File: src/rtl/mxu_result_drain.sv
// Result drain for the temporal MXU: latches each result matrix into a 2-entry ping-pong
// buffer and streams it one row per valid/ready beat. Optional row parity: MXU_DRAIN_PARITY_EN.
module mxu_result_drain #(
  parameter int DIM           = 16,
  parameter int BIT_WIDTH     = 2,
  parameter int OUT_BIT_WIDTH = 2*BIT_WIDTH,
  parameter int ROW_W         = ($clog2(DIM) > 0) ? $clog2(DIM) : 1,
  parameter int DROP_W        = 8
) (
  input  logic                                         clk,
  input  logic                                         reset_n,
  input  logic                                         in_valid,
  input  logic [DIM-1:0][DIM-1:0][OUT_BIT_WIDTH-1:0]   in_data,
  output logic                                         in_space,
  output logic                                         m_valid,
  input  logic                                         m_ready,
  output logic [DIM-1:0][OUT_BIT_WIDTH-1:0]            m_data,
  output logic [ROW_W-1:0]                             m_row,
  output logic                                         m_last,
  output logic [DROP_W-1:0]                            drop_cnt
`ifdef MXU_DRAIN_PARITY_EN
  ,
  output logic                                         m_parity
`endif
);

  typedef logic [DIM-1:0][DIM-1:0][OUT_BIT_WIDTH-1:0] mat_t;
  typedef enum logic {S_IDLE, S_STREAM} state_t;

  localparam logic [ROW_W-1:0] LAST_ROW = ROW_W'(DIM-1);

  mat_t              r_buf [2];
  logic              r_wr_ptr;
  logic              r_rd_ptr;
  logic [1:0]        r_occ;
  logic [ROW_W-1:0]  r_row;
  logic              r_in_valid_q;
  logic [DROP_W-1:0] r_drop_cnt;
  state_t            r_state;
  state_t            w_state_next;

  logic              w_cap;
  logic              w_beat;
  logic              w_done;
  logic              w_accept;
  logic              w_drop;
  logic [1:0]        w_occ_next;

  // A held in_valid level is a single matrix: only its rising edge captures.
  assign w_cap      = in_valid & ~r_in_valid_q;
  assign w_beat     = (r_state == S_STREAM) & m_ready;
  assign w_done     = w_beat & (r_row == LAST_ROW);
  assign w_accept   = w_cap & ((r_occ != 2'd2) | w_done);
  assign w_drop     = w_cap & ~w_accept;
  assign w_occ_next = r_occ + {1'b0, w_accept} - {1'b0, w_done};

  assign m_valid  = (r_occ != 2'd0);
  assign in_space = (r_occ != 2'd2);
  assign m_last   = m_valid & (r_row == LAST_ROW);
  assign m_row    = m_valid ? r_row : '0;
  assign m_data   = m_valid ? r_buf[r_rd_ptr][r_row] : '0;
  assign drop_cnt = r_drop_cnt;

`ifdef MXU_DRAIN_PARITY_EN
  assign m_parity = ^m_data;
`endif

  always_ff @(posedge clk) begin
    if (!reset_n) begin
      r_state <= S_IDLE;
    end else begin
      r_state <= w_state_next;
    end
  end

  always_comb begin
    w_state_next = r_state;
    case (r_state)
      S_IDLE:   if (w_occ_next != 2'd0) w_state_next = S_STREAM;
      S_STREAM: if (w_done && (w_occ_next == 2'd0)) w_state_next = S_IDLE;
      default:  w_state_next = S_IDLE;
    endcase
  end

  always_ff @(posedge clk) begin
    if (!reset_n) begin
      for (int i = 0; i < 2; i++) r_buf[i] <= '0;
      r_wr_ptr     <= 1'b0;
      r_rd_ptr     <= 1'b0;
      r_occ        <= 2'd0;
      r_row        <= '0;
      r_in_valid_q <= 1'b0;
      r_drop_cnt   <= '0;
    end else begin
      r_in_valid_q <= in_valid;
      r_occ        <= w_occ_next;
      // When full, the entry freed by the m_last beat is the one wr_ptr points at.
      if (w_accept) begin
        r_buf[r_wr_ptr] <= in_data;
        r_wr_ptr        <= ~r_wr_ptr;
      end
      if (w_done) begin
        r_row    <= '0;
        r_rd_ptr <= ~r_rd_ptr;
      end else if (w_beat) begin
        r_row <= r_row + ROW_W'(1);
      end
      if (w_drop && (r_drop_cnt != {DROP_W{1'b1}})) begin
        r_drop_cnt <= r_drop_cnt + DROP_W'(1);
      end
    end
  end

endmodule

File: config.mk
export PLATFORM = sky130hd
export DESIGN_NAME = mxu_result_drain
export DESIGN_NICKNAME = d
export VERILOG_FILES = /design/src/rtl/mxu_result_drain.sv
export SDC_FILE = /design/constraint.sdc
export NUM_CORES = 2
export LEC_CHECK = 0
export ABC_AREA = 0
export CORE_ASPECT_RATIO = 1.2
export CORE_UTILIZATION = 50
export CTS_CLUSTER_DIAMETER = 200
export DETAILED_ROUTE_END_ITERATION = 10
export HOLD_SLACK_MARGIN = 0.06
export PLACE_DENSITY = 0.85
export SYNTH_ARGS = -nofsm -noshare
export SYNTH_HDL_FRONTEND = slang
export SYNTH_SLANG_ARGS = --single-unit
File: constraint.sdc
create_clock -name clk -period 38.2 [get_ports clk]
set_input_delay 7.64 -clock clk [delete_from_list [all_inputs] [get_ports clk]]
set_output_delay 7.64 -clock clk [all_outputs]
set_load 0.05 [all_outputs]
==> flow_summary.json <==
{
  "outcome": "finished clean",
  "critPathLaunchType": "flop",
  "placement_rows": 172,
  "finalWeightedCongestion": 0.922,
  "crit_family": "buffers and inverters",
  "timing.critical_path.cells": "buf_4 -> buf_4 -> buf_12 -> buf_4 -> mux4_2 -> nand3_1 -> and4_1 -> o311ai_1 -> clkdlybuf4s50_1",
  "arrival_ns": 6.41,
  "postSynthAreaPerCell_sq_um": 16.0,
  "max-vdd-ir-drop_v": 0.0000434,
  "worst_setup_hold_path_clk_slew_ns": 0.06,
  "yosys_warnings": 0,
  "finalHoldViolations": 0,
  "layout_min_cycle_time_ns": 14.05,
  "synth_fp_nets": 6792,
  "finalSetupTns_ns": 0,
  "dieArea_sq_um": 186000,
  "ctsResizeCount": 0,
  "initial_utilization_pct": 50.4,
  "worst_pin_slew_ns": 1.46,
  "post_synth_instance_area_sq_um": 92300,
  "final_common_cell": "and2_1",
  "buffer_ports.inserted": 1106,
  "drive_gt1_share_pct": 12.7,
  "post-cts-setup-buffers": 0,
  "crit_required_ns": 30.56,
  "routed_via_count_divided_by_cell_count": 6.07,
  "layout_common_cells": "and2_1, edfxtp_1, clkdlybuf4s50_1",
  "finalNonFillerCells": 9429,
  "timing.critical_path.to_type": "output port",
  "power-per-cell-area_nw_per_um2": 46.4,
  "clk_path_buf_depth": 3,
  "grt_use_total_pct": 33.6,
  "num-fill-cells": 12952,
  "io_pins": 1107,
  "critPathMaxStageDelay_ns": 0.93,
  "routedWlPerCell_um": 33.6,
  "cp_max_fo": 115,
  "hold_crit_path_type": "flop to flop",
  "timing.critical_path.mode_cell": "buf_4",
  "layout_worst_path_cycle_share_pct": 36.8,
  "grt_antenna_before_repair": 145,
  "detail-route-antenna-nets": 0,
  "dr_pass1_iterations": 6,
  "nets": 7730,
  "synth.distinct_cells": 48,
  "grt_setup_unrepaired": "no",
  "cells_taking_the_most_area_after_synthesis": "edfxtp_1, and2_1, mux4_2",
  "global_route.overflow_total": 0,
  "total_half_perimeter_wirelength_after_legalization_and_detailed_placement_um": 224000,
  "yosys_most_used_dff": "edfxtp_1",
  "sequential_element_share_of_the_synthesized_area_pct": 67.0,
  "yosys_register_bits": 2067,
  "cp_num_buf_inv": 5,
  "p_leak_uw": 0.0393,
  "grt_start_max_net_pins": 266,
  "root_buffer": "clkbuf_16",
  "worst-setup-path-type": "flop to output port",
  "chipWidth_um": 394,
  "route.vias.total": 57200,
  "timing.slew.headroom_pct": 2.54,
  "synth_area_leader_cell": "edfxtp_1",
  "cts_tree": "yes",
  "die-height_um": 473,
  "area_delta_synth_final_pct": 21.1,
  "timing.fmax_mhz": 71.2,
  "setup_violations": 0,
  "dpl.cell_count": 8935,
  "placeableCoreArea_sq_um": 183000,
  "cts.sink_count": 2067,
  "maxCapViolCount": 0,
  "post-synth-top-area-fraction_pct": 66.6,
  "via_count_of_the_first_global_routing_pass": 56970,
  "r2r_slack_ns": 30.30,
  "global_route_wire_length_before_repair_um": 431000,
  "first_iter_violations": 7650,
  "count_of_flip_flops_with_a_built_in_enable_after_synthesis": 2048,
  "max_h_tree_level": 4,
  "async_reset_ff_share_pct": 0,
  "worstSkewPairLatency_ns": 0.85,
  "post_cts_hold_fix_bufs": 0,
  "timing_max_transition_violations_final": 0,
  "cts_made_buffers": 197,
  "netlist_instances": 5760,
  "finalClockSkew_ns": 0.0416,
  "worst_path_max_delay_cell": "clkdlybuf4s50_1",
  "wl_um": 317000,
  "drt_drc_violations_left": 0
}
==> stage by stage <==
| step | power (uW) | utilization (%) | setup WS [ns] | instance area [sq um] | hold WS, ns |
|---|---|---|---|---|---|
| 2_1_floorplan | 3200 | - | 3.60 | 92300 | 0.481 |
| 3_3_place_gp | 3300 | 57.5 | 24.20 | 105000 | 0.485 |
| 3_5_place_dp | 3330 | 57.5 | 24.12 | 105000 | 0.497 |
| 4_1_cts | 5200 | 60.9 | 23.91 | 111000 | 0.506 |
| 5_1_grt | 5310 | 60.9 | 23.77 | 112000 | 0.554 |
| 6_report | 5190 | 61.1 | 24.15 | 112000 | 0.513 |
==> synthesized netlist by cell type (2+ instances only) <==
cell      count
nor2b_1       2
dfxtp_1      19
xor2_1        2
inv_1         8
buf_1        25
edfxtp_1   2048
o31ai_1       3
buf_4        30
o21ai_0       7
nor3_1        3
nand2_1      95
a22o_1       11
nand2b_1      3
o311ai_1     53
mux4_2      512
a21oi_1      22
a22oi_1      53
or3_1        13
nor2_1      115
o2111a_1      2
xnor2_1       3
o21bai_1      2
and2_1     2051
ha_1          4
nand4_1     137
or4_1         4
buf_2       127
nand3_1      71
mux2i_1       2
and4_1       54
buf_6        10
clkbuf_1    251
o211ai_1      2
nor3_2        2
==> area by class of cell <==
cell class	count	area (sq um)	share of cell area [%]
Inverter	10	47.5	0.0425
Clock buffer	238	5100	4.57
Sequential cell	2067	61900	55.4
Timing Repair Buffer	1182	11800	10.6
Tap cell	2436	3050	2.73
Antenna cell	142	355	0.318
Multi-Input combinational cell	3240	28500	25.5
Clock inverter	114	1080	0.965
==> per-layer routing <==
metal / share of wire, % / GRT usage (%)
met4: 7.0 / 22.2
met3: 12 / 8.76
met5: 0.13 / 0
met2: 48 / 53.8
met1: 33 / 40.2
==> sequential cells by signal, summed over array words and instances (netlist names), named ones only <==
register / count
r_in_valid_q: 1
r_wr_ptr: 1
r_occ: 2
drop_cnt: 8
r_buf: 2048
r_state: 1
r_row: 4
r_rd_ptr: 1
==> worst register-to-register path: stages (launching register included) <==
cell     delay (ns)
dfxtp_4        0.74
buf_12         0.56
ha_1           0.47
nand2_1        0.13
o21ai_2        0.26
and4b_4        0.96
buf_4          1.01
buf_4          0.86
buf_4          0.62
buf_4          0.88
buf_4          0.87
and2_1         0.38
==> power by group <==
part           total, uW  switching, uW  internal, uW
sequential          2710           44.7          2670
combinational        573            326           247
clock               1910            863          1040
==> worst paths after layout <==
kind | start | end | depth (start not counted)
max | r_row[0]$_SDFFE_PP0P_ | m_data[4] | 9
min | drop_cnt[6]$_SDFFE_PN0P_ | drop_cnt[6]$_SDFFE_PN0P_ | 2
max reg2reg | r_row[1]$_SDFFE_PP0P_ | r_buf[0][167]$_SDFFCE_PN0P_ | 11
min reg2reg | drop_cnt[6]$_SDFFE_PN0P_ | drop_cnt[6]$_SDFFE_PN0P_ | 2
==> cells by family (layout without fill, tap and decap cells) <==
kind of cell             after synthesis  count (layout)  share of synthesized area (%)
AND/OR/NAND/NOR                     2556            2556                           16.8
flip-flops                          2067            2067                           67.0
multiplexers                         514             514                           12.5
buffers and inverters                453            1544                           2.22
AO/OA/AOI/OAI                        161             161                           1.34
XOR/XNOR                               5               5                         0.0474
adder cells (fa/ha/maj)                4               4                         0.0542
other                                  0             142                              0
No activity file was read; power rests on OpenSTA's default activity.
